==> src/rtl/serial_adder_pkg.sv <==
// Shared definitions for the digit-serial adder: FSM state encoding and
// the sizing helper for the digit counter.
package serial_adder_pkg;

  typedef enum logic [1:0] {
    S_IDLE = 2'd0,
    S_RUN  = 2'd1,
    S_DONE = 2'd2
  } state_t;

  // Counter must hold every value from 0 up to and including n.
  function automatic int cnt_width(input int n);
    return (n < 1) ? 1 : $clog2(n + 1);
  endfunction

endpackage

==> src/rtl/full_adder.sv <==
// One-bit full adder cell; DIGIT of these form the ripple chain of serial_adder.
module full_adder (
  input  logic a,
  input  logic b,
  input  logic cin,
  output logic sum,
  output logic carry
);

  assign sum   = a ^ b ^ cin;
  assign carry = (a & b) | (cin & (a ^ b));

endmodule

==> src/rtl/serial_adder.sv <==
// Digit-serial adder: one DIGIT-wide ripple chain reused over WIDTH/DIGIT
// cycles, with a start/busy/done handshake and registered sum/carry/overflow.
module serial_adder
  import serial_adder_pkg::*;
#(
  parameter int WIDTH = 8,
  parameter int DIGIT = 1
) (
  input  logic             clk,
  input  logic             rst,
  input  logic             start,
  input  logic [WIDTH-1:0] a,
  input  logic [WIDTH-1:0] b,
  input  logic             cin,
  output logic             busy,
  output logic             done,
  output logic [WIDTH-1:0] sum,
  output logic             carry,
  output logic             overflow
);

  localparam int N  = WIDTH / DIGIT;
  localparam int CW = cnt_width(N);
  localparam logic [CW-1:0] LAST = CW'(N - 1);

  state_t           state;
  logic [CW-1:0]    cnt;
  logic [WIDTH-1:0] a_sr;
  logic [WIDTH-1:0] b_sr;
  logic             cy;

  logic [DIGIT:0]   chain;
  logic [DIGIT-1:0] dsum;
  logic             top_cin;
  logic [WIDTH-1:0] acc_next;

  // Ripple chain: cell i adds bit i of the current digit.
  assign chain[0] = cy;
  for (genvar i = 0; i < DIGIT; i++) begin : g_cell
    full_adder u_fa (
      .a     (a_sr[i]),
      .b     (b_sr[i]),
      .cin   (chain[i]),
      .sum   (dsum[i]),
      .carry (chain[i+1])
    );
  end
  assign top_cin = chain[DIGIT-1];

  // Digits enter the accumulation from the MSB end; after N shifts the first
  // digit has reached bit 0. Only the upper WIDTH-DIGIT bits need storage
  // because the lowest digit of the next value is always the fresh dsum.
  if (N == 1) begin : g_acc_none
    assign acc_next = dsum;
  end else begin : g_acc
    logic [WIDTH-DIGIT-1:0] acc_q;

    assign acc_next = {dsum, acc_q};

    always_ff @(posedge clk or posedge rst) begin
      if (rst) begin
        acc_q <= '0;
      end else if (state == S_RUN) begin
        acc_q <= acc_next[WIDTH-1:DIGIT];
      end
    end
  end

  // NOTE: every register here is sequential state, so it is assigned only
  // with <= and reset explicitly; mixing in = would create ordering races.
  always_ff @(posedge clk or posedge rst) begin
    if (rst) begin
      state    <= S_IDLE;
      cnt      <= '0;
      a_sr     <= '0;
      b_sr     <= '0;
      cy       <= 1'b0;
      busy     <= 1'b0;
      done     <= 1'b0;
      sum      <= '0;
      carry    <= 1'b0;
      overflow <= 1'b0;
    end else begin
      case (state)
        S_IDLE, S_DONE: begin
          done <= 1'b0;
          if (start) begin
            a_sr  <= a;
            b_sr  <= b;
            cy    <= cin;
            cnt   <= '0;
            busy  <= 1'b1;
            state <= S_RUN;
          end else begin
            state <= S_IDLE;
          end
        end

        S_RUN: begin
          a_sr <= a_sr >> DIGIT;
          b_sr <= b_sr >> DIGIT;
          cy   <= chain[DIGIT];
          cnt  <= cnt + 1'b1;
          // The final digit's top cell sits at bit WIDTH-1, which is where
          // signed overflow is judged.
          if (cnt == LAST) begin
            sum      <= acc_next;
            carry    <= chain[DIGIT];
            overflow <= top_cin ^ chain[DIGIT];
            busy     <= 1'b0;
            done     <= 1'b1;
            state    <= S_DONE;
          end
        end

        default: begin
          busy  <= 1'b0;
          done  <= 1'b0;
          state <= S_IDLE;
        end
      endcase
    end
  end

endmodule

==> config.mk <==
export PLATFORM = sky130hd
export DESIGN_NAME = serial_adder
export DESIGN_NICKNAME = d
export VERILOG_FILES = /design/src/rtl/serial_adder_pkg.sv /design/src/rtl/full_adder.sv /design/src/rtl/serial_adder.sv
export SDC_FILE = /design/constraint.sdc
export NUM_CORES = 1
export LEC_CHECK = 0
export ABC_AREA = 0
export BUFFER_PORTS_ARGS = -buffer_cell sky130_fd_sc_hd__buf_2
export CAP_MARGIN = 20
export CORE_UTILIZATION = 40
export CTS_CLUSTER_DIAMETER = 120
export DETAILED_ROUTE_END_ITERATION = 10
export PLACE_DENSITY = 0.64
export SLEW_MARGIN = 25
export SYNTH_ARGS = -nofsm -noshare
export SYNTH_HDL_FRONTEND = slang
export SYNTH_SLANG_ARGS = --single-unit
==> constraint.sdc <==
create_clock -name clk -period 1.7 [get_ports clk]
set_input_delay 0.17 -clock clk [delete_from_list [all_inputs] [get_ports clk]]
set_output_delay 0.17 -clock clk [all_outputs]
set_load 0.01 [all_outputs]
==> run_results.csv <==
group,metric,value,unit
clocking,cts_root_buffer,"sky130_fd_sc_hd__clkbuf_8",
final_layout,finalNetCount,177,
placed_design,detailed_place.area,1930,sq um
status,outcome,"finished, violations left",
final_layout,n_antenna_cell,0,
floorplanning,initial_utilization,0.421,
final_layout,layout.area.seq,1030,sq um
sta,hold_viol_final,11,
sta,timing.final.crit_share,0.930,
clocking,post_cts_buffers,0,
final_layout,share_of_layout_cells_above_drive_strength_1,0.423,
global_routing,grt_overflow_total,0,
routing,vias,1079,
placed_design,globalplace.congestion,0.710,
sta,max_clock_freq,632,MHz
final_layout,layout_commonest_cell,"sky130_fd_sc_hd__dfrtp_1",
logic_synthesis,post_synth_num_cell_types,21,
worst_setup_path,critical_path_peak_fanout,11,
logic_synthesis,syn_avg_cell_area,14.4,sq um
worst_setup_path,path_cells,"ha_1, nand3b_1, nor3b_2, buf_4, mux2_2",
sta,timing.setup.tns,0,ns
floorplanning,core-area,4030,sq um
clocking,cts_buffers,5,
logic_synthesis,synth_area,1700,sq um
logic_synthesis,syn-instance-count,118,
sta,timing_max_transition_violations_final,0,
power,power.leakage,1.07,nW
clocking,cts.repair.resized,0,
logic_synthesis,synth-seq-area-share,0.604,
floorplanning,x_dimension_of_the_die,67.2,um
placed_design,place.port_buffers,31,
logic_synthesis,synth_area_leader_cell,"sky130_fd_sc_hd__dfrtp_1",
routing,route.detailed.vias_per_inst,5.24,
final_layout,finish.instance_area,2030,sq um
placed_design,dp_hpwl,2120,um
global_routing,grt_start_max_net_pins,42,
clocking,cts.htree.levels,2,
worst_setup_path,cp-end-kind,"flip-flop",
sta,timing.clock.skew,0.00986,ns
routing,drc,0,
routing,route.final.wire_length,3030,um
worst_setup_path,critical-path-slowest-cell,"sky130_fd_sc_hd__dfrtp_1",
logic_synthesis,synth_enable_flop_cells,0,
logic_synthesis,synth-main-ff-cell,"sky130_fd_sc_hd__dfrtp_1",
sta,period_needed,1.58,ns
worst_hold_path,min-delay-path-class,"input pin to asynchronous set/reset pin",
final_layout,layout_common_cells,"sky130_fd_sc_hd__dfrtp_1, sky130_fd_sc_hd__buf_2, sky130_fd_sc_hd__a22o_1",
global_routing,grt_antenna_before_repair,0,
floorplanning,die_height,67.2,um
worst_setup_path,cp_data_arrival_time,1.76,ns
clocking,cts.sinks,41,
clocking,tritoncts_clock_tree,"built",
routing,antenna_left,0,
floorplanning,fp.dieArea,4510,sq um
sta,rsz_0062_raised_after_global_routing,"false",
logic_synthesis,total_nets_after_synthesis,140,
worst_setup_path,cp_data_required_time,1.88,ns
logic_synthesis,yosys_register_bits,41,
sta,hold_slack,-0.0134,ns
logic_synthesis,yosysTopAreaCellShare,0.604,
global_routing,grt_pass1_vias,1141,
sta,timing_worst_slew_pin_value,0.700,ns
sta,report.final.setup_viol,0,
status,failed_checks,"hold timing",
logic_synthesis,synth-warning-count,0,
flow_run,timing.max_cap.violations,0,
clocking,postCtsHoldBufs,0,
worst_setup_path,reg2regPathDepth,5,
power,power.density,1930,nW/um^2
worst_setup_path,slowest_delay,0.38,ns
final_layout,multi_input_area,627,sq um
routing,detailedRoute.firstPassIterationCount,3,
routing,first_iter_violations,15,
logic_synthesis,synth_top_cells_by_area,"sky130_fd_sc_hd__dfrtp_1, sky130_fd_sc_hd__mux2_2, sky130_fd_sc_hd__a22o_1, sky130_fd_sc_hd__a21o_1, sky130_fd_sc_hd__buf_4",
sta,maxSlewHeadroom,0.533,
worst_setup_path,cp-start-kind,"flip-flop",
logic_synthesis,synth_async_sr_flop_share,1.00,
routing,avgRoutedWirePerCell,14.7,um
clocking,clk_pin_slew,0.08,ns
global_routing,track_usage,0.158,
final_layout,nFillCells,372,
floorplanning,floorplan.io_pins,32,
global_routing,grt_pass1_wl,5160,um
power,power.ir.vdd_worst,0.000834,V
clocking,clkLatencyLatePin,0.29,ns
worst_setup_path,criticalPathCategory,"flip-flop to flip-flop",
final_layout,syn_to_final_growth,19.7,%
clocking,cts-root-to-sink-buffers,2,
floorplanning,placement_rows,23,
cells in the mapped netlist (2+ instances only):
| cell | number |
|---|---|
| sky130_fd_sc_hd__a22o_1 | 19 |
| sky130_fd_sc_hd__buf_2 | 3 |
| sky130_fd_sc_hd__buf_4 | 3 |
| sky130_fd_sc_hd__mux2_2 | 18 |
| sky130_fd_sc_hd__dfrtp_1 | 41 |
| sky130_fd_sc_hd__mux2i_1 | 2 |
| sky130_fd_sc_hd__nand3b_1 | 2 |
| sky130_fd_sc_hd__a21o_1 | 16 |
| sky130_fd_sc_hd__nor2b_1 | 2 |
worst max-delay path: cells and delay by family, from the launching register on:
family        cells  cell delay (ns)
fa+ha+maj         1             0.19
simple gates      2             0.32
flops             1             0.38
buf+inv           1             0.22
mux               1             0.36
power breakdown:
group / internal [mW] / leakage [nW] / switching (mW)
sequential: 1.43 / 0.507 / 0.277
clock: 0.367 / 0.0542 / 0.320
combinational: 0.861 / 0.505 / 0.666
total: 2.66 / 1.07 / 1.26
layout make-up:
cell class | instances | area share
flip-flops and latches | 41 | 0.505
multi-input cells | 69 | 0.308
repair buffers | 37 | 0.105
clock buffers | 7 | 0.0474
well taps | 50 | 0.0308
clock inverters | 1 | 0.00246
inverters | 1 | 0.00185
stage by stage:
step | setup slack, ns | util | std cells | hold slack [ns] | power, mW
floorplan | 0.222 | - | 118 | 0.310 | 2.83
global placement | 0.190 | 0.480 | 198 | 0.313 | 3.18
detailed placement | 0.127 | 0.480 | 198 | 0.331 | 3.29
CTS | 0.103 | 0.505 | 206 | 0.00676 | 3.99
global route | 0.00935 | 0.505 | 206 | 0.0605 | 4.22
finish | 0.119 | 0.505 | 206 | -0.0134 | 3.92
sequential cells by signal, summed over array words and instances, names as in the netlist:
register     cells
busy             1
g_acc.acc_q      7
a_sr             8
cnt              4
state            2
cy               1
sum              8
b_sr             8
carry            1
overflow         1
routing by layer:
metal / wire, um / track usage / part of all wire
met5: 0 / 0 / 0
met4: 27 / 0.0559 / 0.0089
met3: 111 / 0.0507 / 0.037
met2: 1580 / 0.273 / 0.52
met1: 1310 / 0.182 / 0.43
cells by family (layout without fill, tap and decap cells):
kind of cell	Yosys count	in the layout	synth area share
flip-flops	41	41	0.604
AO/OA/AOI/OAI	36	36	0.172
multiplexers	20	20	0.131
AND/OR/NAND/NOR	10	10	0.0420
buffers and inverters	8	46	0.0265
adder cells (fa/ha/maj)	2	2	0.0192
XOR/XNOR	1	1	0.00516
path summary, 6_finish.rpt:
kind                       startpoint       to  slack (ns)
hold reg to reg               b_sr[6]  b_sr[6]        0.48
hold / removal                    rst   sum[0]       -0.01
max in group asynchronous         rst  a_sr[1]        1.34
setup / recovery               cnt[0]   sum[7]        0.12
min in group clk                 b[7]  b_sr[7]        0.11
setup reg to reg               cnt[0]   sum[7]        0.12
Power figures use the tool's default switching activity.
